--- src/rtl/scalar_divide_if.sv ---
// Request/response bundle for the scalar-divide ALU op.
//   start        : request, sampled only while the block is idle
//   matrix_a     : packed signed elements, element i at [i*DATA_W +: DATA_W]
//   integer_num  : signed scalar divisor
//   matrix_size  : 00=2x2, 01=3x3, 10=4x4, 11=5x5
//   new_matrix   : signed quotients, inactive lanes 0
//   overflow_flag, div_zero_flag, busy, done : status
// master drives the request side, slave is the divider.
interface scalar_divide_if #(
  parameter int DATA_W = 8
);
  localparam int MAT_W = 25 * DATA_W;

  logic              start;
  logic [MAT_W-1:0]  matrix_a;
  logic [DATA_W-1:0] integer_num;
  logic [1:0]        matrix_size;
  logic [MAT_W-1:0]  new_matrix;
  logic              overflow_flag;
  logic              div_zero_flag;
  logic              busy;
  logic              done;

  modport master (
    output start, matrix_a, integer_num, matrix_size,
    input  new_matrix, overflow_flag, div_zero_flag, busy, done
  );

  modport slave (
    input  start, matrix_a, integer_num, matrix_size,
    output new_matrix, overflow_flag, div_zero_flag, busy, done
  );
endinterface

--- src/rtl/scalar_divide.sv ---
// Sequential element-wise division of a packed signed matrix (2x2..5x5) by
// a signed scalar. One bit-serial restoring divider is shared by all lanes:
// per element SETUP (1) + DIV (DATA_W) + WRITE (1) cycles.
// Ports:
//   clk   : rising-edge clock
//   reset : asynchronous, active-high
//   bus   : scalar_divide_if.slave (start/done handshake, operands, results)
module scalar_divide #(
  parameter int DATA_W = 8
) (
  input  logic            clk,
  input  logic            reset,
  scalar_divide_if.slave  bus
);
  localparam int LANES = 25;
  localparam int MAT_W = LANES * DATA_W;
  localparam int STEP_W = $clog2(DATA_W);

  typedef enum logic [2:0] {IDLE, SETUP, DIV, WRITE, FINISH} state_t;

  state_t            state;
  logic [MAT_W-1:0]  a_r;
  logic [DATA_W-1:0] d_r;
  logic [4:0]        j, last;
  logic [STEP_W-1:0] step;
  // dvd shifts out dividend bits MSB first and shifts in quotient bits, so it
  // holds the unsigned quotient magnitude once DIV completes.
  logic [DATA_W-1:0] dvd;
  logic [DATA_W-1:0] dsr;
  logic [DATA_W-1:0] rem;
  logic              neg;

  logic [MAT_W-1:0]  nm_r;
  logic              ovf_r, dz_r, busy_r, done_r;

  logic [DATA_W-1:0] elem, elem_mag, div_mag, rem_nxt, qval;
  logic [DATA_W:0]   trial;
  logic              ge, ovf_now;

  // Magnitudes are unsigned DATA_W-bit values, so |-128| = 128 is exact;
  // the trial remainder and compare run one bit wider.
  always_comb begin
    elem     = a_r[j*DATA_W +: DATA_W];
    elem_mag = elem[DATA_W-1] ? (~elem + 1'b1) : elem;
    div_mag  = d_r[DATA_W-1] ? (~d_r + 1'b1) : d_r;
    trial    = {rem, dvd[DATA_W-1]};
    ge       = (trial >= {1'b0, dsr});
    rem_nxt  = ge ? DATA_W'(trial - {1'b0, dsr}) : trial[DATA_W-1:0];
    qval     = neg ? (~dvd + 1'b1) : dvd;
    // Magnitude tops out at 128; positive 128 only arises from -128 / -1.
    ovf_now  = ~neg & dvd[DATA_W-1];
  end

  always_ff @(posedge clk or posedge reset) begin
    if (reset) begin
      state  <= IDLE;
      a_r    <= '0;
      d_r    <= '0;
      j      <= '0;
      last   <= '0;
      step   <= '0;
      dvd    <= '0;
      dsr    <= '0;
      rem    <= '0;
      neg    <= 1'b0;
      nm_r   <= '0;
      ovf_r  <= 1'b0;
      dz_r   <= 1'b0;
      busy_r <= 1'b0;
      done_r <= 1'b0;
    end else begin
      done_r <= 1'b0;
      case (state)
        IDLE: if (bus.start) begin
          a_r    <= bus.matrix_a;
          d_r    <= bus.integer_num;
          case (bus.matrix_size)
            2'b00:   last <= 5'd3;
            2'b01:   last <= 5'd8;
            2'b10:   last <= 5'd15;
            default: last <= 5'd24;
          endcase
          j      <= '0;
          nm_r   <= '0;
          ovf_r  <= 1'b0;
          dz_r   <= 1'b0;
          busy_r <= 1'b1;
          state  <= (bus.integer_num == '0) ? FINISH : SETUP;
        end
        SETUP: begin
          dvd   <= elem_mag;
          dsr   <= div_mag;
          rem   <= '0;
          neg   <= elem[DATA_W-1] ^ d_r[DATA_W-1];
          step  <= '0;
          state <= DIV;
        end
        DIV: begin
          rem   <= rem_nxt;
          dvd   <= {dvd[DATA_W-2:0], ge};
          step  <= step + 1'b1;
          if (step == STEP_W'(DATA_W - 1)) state <= WRITE;
        end
        WRITE: begin
          // A zero magnitude negates to zero, so -0 never appears.
          nm_r[j*DATA_W +: DATA_W] <= qval;
          if (ovf_now) ovf_r <= 1'b1;
          if (j == last) state <= FINISH;
          else begin
            j     <= j + 1'b1;
            state <= SETUP;
          end
        end
        FINISH: begin
          done_r <= 1'b1;
          busy_r <= 1'b0;
          dz_r   <= (d_r == '0);
          state  <= IDLE;
        end
        default: state <= IDLE;
      endcase
    end
  end

  assign bus.new_matrix    = nm_r;
  assign bus.overflow_flag = ovf_r;
  assign bus.div_zero_flag = dz_r;
  assign bus.busy          = busy_r;
  assign bus.done          = done_r;
endmodule

--- src/flat_wrapper.sv ---
// flat-port wrapper written by rule: the top's interface ports become plain ports
module scalar_divide_flat 
#(
  parameter int DATA_W = 8
)
  (clk, reset, bus_start, bus_matrix_a, bus_integer_num, bus_matrix_size, bus_new_matrix, bus_overflow_flag, bus_div_zero_flag, bus_busy, bus_done);
  scalar_divide_if #(.DATA_W(DATA_W)) bus_i ();
  input  logic clk;
  input  logic reset;
  input wire logic [$bits(bus_i.start)-1:0] bus_start;
  input wire logic [$bits(bus_i.matrix_a)-1:0] bus_matrix_a;
  input wire logic [$bits(bus_i.integer_num)-1:0] bus_integer_num;
  input wire logic [$bits(bus_i.matrix_size)-1:0] bus_matrix_size;
  output wire logic [$bits(bus_i.new_matrix)-1:0] bus_new_matrix;
  output wire logic [$bits(bus_i.overflow_flag)-1:0] bus_overflow_flag;
  output wire logic [$bits(bus_i.div_zero_flag)-1:0] bus_div_zero_flag;
  output wire logic [$bits(bus_i.busy)-1:0] bus_busy;
  output wire logic [$bits(bus_i.done)-1:0] bus_done;
  assign bus_i.start = bus_start;
  assign bus_i.matrix_a = bus_matrix_a;
  assign bus_i.integer_num = bus_integer_num;
  assign bus_i.matrix_size = bus_matrix_size;
  assign bus_new_matrix = bus_i.new_matrix;
  assign bus_overflow_flag = bus_i.overflow_flag;
  assign bus_div_zero_flag = bus_i.div_zero_flag;
  assign bus_busy = bus_i.busy;
  assign bus_done = bus_i.done;
  scalar_divide #(.DATA_W(DATA_W)) u_core (.clk(clk), .reset(reset), .bus(bus_i));
endmodule
--- config.mk ---
export PLATFORM = sky130hd
export DESIGN_NAME = scalar_divide_flat
export DESIGN_NICKNAME = d
export VERILOG_FILES = /design/src/rtl/scalar_divide_if.sv /design/src/rtl/scalar_divide.sv /design/src/flat_wrapper.sv
export SDC_FILE = /design/constraint.sdc
export NUM_CORES = 1
export LEC_CHECK = 0
export BUFFER_PORTS_ARGS = -buffer_cell sky130_fd_sc_hd__buf_2
export CELL_PAD_IN_SITES_DETAIL_PLACEMENT = 1
export CELL_PAD_IN_SITES_GLOBAL_PLACEMENT = 2
export CORE_MARGIN = 1
export CORE_UTILIZATION = 37
export DETAILED_ROUTE_END_ITERATION = 6
export PLACE_DENSITY_LB_ADDON = 0.1
export SKIP_CTS_REPAIR_TIMING = 1
export SYNTH_ARGS = -nofsm -noshare
export SYNTH_HDL_FRONTEND = slang
export SYNTH_SLANG_ARGS = --single-unit
--- constraint.sdc ---
create_clock -name clk -period 26.3 [get_ports clk]
set_input_delay 5.26 -clock clk [delete_from_list [all_inputs] [get_ports clk]]
set_output_delay 5.26 -clock clk [all_outputs]
set_load 0.02 [all_outputs]
==> run summary <==
Status -> completed
Flop and latch count out of synthesis -> 452
Post-Syn Nets -> 2303
Syn Area/Cell -> 9.74 um^2
Worst vdd ir -> 63.7 uV
CP Capture Type -> async pin
Hold crit path type -> flop to flop
Die height -> 235 um
Initial Util -> 37.4%
GPL Wtd Cong -> 0.815
Layout area overhead -> 21.1%
Layout cells sized above 1 -> 23.6%
Max_slew headroom -> 19.4%
Remaining global-route overflow -> 0
Routed len/inst -> 20.5 um
Final WL -> 65.0 mm
Flop2flop setup slack -> 22.61 ns
Crit path arrival time -> 7.73 ns
Area of the core -> 53800 um^2
Hold endpoint -> u_core.a_r[67]$_DFFE_PP0P_
# fillers -> 6224
Drt drc -> 0
H-Tree Depth -> 2
Cell area after synthesis -> 20200 um^2
WHS -> 0.466 ns
Clk_lat worst skew -> 0.60 ns
FFs w/ async S/R, synth -> 100%
Total Nets Final -> 2661
Clk_skew -> 0.0267 ns
Placed Area -> 22700 um^2
Pleak -> 12.6 nW
Required time of the critical path -> 26.87 ns
Number of synthesized flops with an enable pin -> 0
Warnings from Yosys -> 0
Number of global-route vias before repair -> 17.2k
Antenna Nets Post-Route -> 0
Reg-to-Reg Start -> u_core.j[1]$_DFFE_PP0P_
CTS tree -> done
Clock Pin Slew Worst Setup and Hold Paths -> 0.06 ns
Die footprint -> 55400 um^2
Hpwl dp -> 46.0 mm
FF-to-FF End -> u_core.bus.new_matrix[183]$_DFFE_PP0P_
Post-synthesis sequential area ratio -> 56.1%
Clk buf depth -> 3
Max Cap Viol -> 0
Synth cell types -> 77
First-pass GRT wire length -> 102 mm
Crit-path max FO -> 98
Setup TNS -> 0 ns
FMAX -> 140 MHz
Fin cells -> 3172
Final hold violation count -> 0
Most common cell after layout, fill and taps aside -> nand2_1
Final min period -> 7.17 ns
DR iter-0 viols -> 973
Die X -> 235 um
RSZ-0062 raised after global routing -> false
Cells after synthesis -> 2070
Final std cell area, no fill -> 24400 um^2
Pwr/cell area -> 112 nW/um^2
Drt pass-1 iters -> 5
Routed vias -> 16.3k
Largest net degree at the start of global routing -> 217
Final Setup Violations -> 0
Total CTS buffers -> 51
Root Buffer -> clkbuf_16
Most frequent cells in the layout -> nand2_1 (737), dfrtp_1 (448), buf_2 (416)
Worst-margin pin slew -> 1.20 ns
Number of vias per cell -> 5.15
GR Util All Layers -> 23.7%
Placed insts -> 3071
Ys flop type -> dfrtp_1
IO Pins -> 417
Initial antenna violation count -> 23
Worst hold path cell count -> 2
CTS sink count -> 452
I/O Buffers -> 416
Worst-case reg-to-reg path depth -> 8
Final period util -> 27.2%
Setup crit start kind -> input pin
Critical path class -> input pin to async pin
Slew Limit Fails -> 0
Hold Startpoint -> u_core.a_r[67]$_DFFE_PP0P_
Rows -> 85
## flip-flops by register name, indices dropped and copies added, names as in the netlist
signal / count
u_core.last: 4
u_core.step: 3
u_core.d_r: 8
u_core.dvd: 8
u_core.j: 5
u_core.bus.done: 1
u_core.bus.overflow_flag: 1
u_core.rem: 8
u_core.dsr: 8
u_core.bus.busy: 1
u_core.neg: 1
u_core.bus.div_zero_flag: 1
u_core.a_r: 200
u_core.bus.new_matrix: 200
u_core.state: 3
## metrics by stage
step	util (%)	worst slack, ns	power (mW)
after global placement	42.2	18.44	2.00
after CTS	45.3	19.00	2.77
final	45.3	19.13	2.73
after detailed placement	42.2	18.35	2.04
after global routing	45.3	18.73	2.92
after floorplan	-	8.44	1.72
## critical path, cell delays in order
cell,delay [ns]
buf_2,0.13
inv_8,0.45
buf_4,0.77
buf_4,0.90
## logic make-up (layout without fill, tap and decap cells)
group	Yosys count	count (layout)	synth area share (%)
AOI/OAI and AO/OA	299	299	9.29
xor gates and xnor gates	30	30	1.34
muxes	100	100	7.49
DFF	452	452	56.1
and+or+nand+nor	1017	1017	21.2
other	0	10	0
adders and majority gates	20	20	1.28
buffers and inverters	152	548	3.27
## synthesized netlist by cell type (8+ instances only)
cell type / number / share of area, %
nand3_1: 160 / 4.0
mux2_2: 8 / 0.45
mux4_2: 30 / 3.4
o21ai_0: 177 / 4.4
a22oi_1: 10 / 0.37
a22o_1: 10 / 0.43
or3_1: 11 / 0.34
xor2_1: 19 / 0.83
nand2b_1: 8 / 0.25
nand2_1: 737 / 14
a32o_1: 8 / 0.40
nor2_1: 46 / 0.86
o22ai_1: 12 / 0.37
buf_2: 16 / 0.40
o2bb2ai_1: 12 / 0.52
mux2i_1: 53 / 2.6
buf_1: 13 / 0.24
inv_1: 27 / 0.50
clkbuf_1: 84 / 1.6
ha_1: 19 / 1.2
a21oi_1: 15 / 0.37
xnor2_1: 10 / 0.43
dfrtp_1: 452 / 56
## worst max-delay path by stage
stage | startpoint | to | depth (start not counted) | slack (ns)
CTS | reset | u_core.bus.new_matrix[59]$_DFFE_PP0P_ | 4 | 19.00
floorplan | reset | u_core.a_r[0]$_DFFE_PP0P_ | 1 | 8.44
global placement | reset | u_core.bus.new_matrix[63]$_DFFE_PP0P_ | 4 | 18.44
detailed placement | reset | u_core.bus.new_matrix[57]$_DFFE_PP0P_ | 4 | 18.35
finish | reset | u_core.bus.new_matrix[183]$_DFFE_PP0P_ | 4 | 19.13
global route | reset | u_core.bus.new_matrix[183]$_DFFE_PP0P_ | 4 | 18.73
## layout make-up
type | count | area, um^2 | share of cell area [%]
timing repair buffer | 428 | 2180 | 8.95
antenna | 10 | 25.0 | 0.103
clock inverter | 13 | 163 | 0.667
clock buffer | 78 | 1520 | 6.23
inverter | 29 | 116 | 0.477
tap | 696 | 871 | 3.57
multi-input combinational | 1466 | 8200 | 33.6
sequential | 452 | 11300 | 46.4
## layer usage
metal | part of all wire [%] | track usage [%] | vias to the layer above
met5 | 0.24 | 0 | -
met4 | 2.4 | 6.87 | 24
met3 | 4.6 | 4.88 | 107
met2 | 50 | 40.9 | 327
met1 | 43 | 30.0 | 8139
li1 | - | - | 7723
## power breakdown
group | switching (mW) | internal, mW
Combinational | 0.636 | 0.359
Clock | 0.290 | 0.426
Sequential | 0.135 | 0.880
Power figures use the tool's default switching activity.
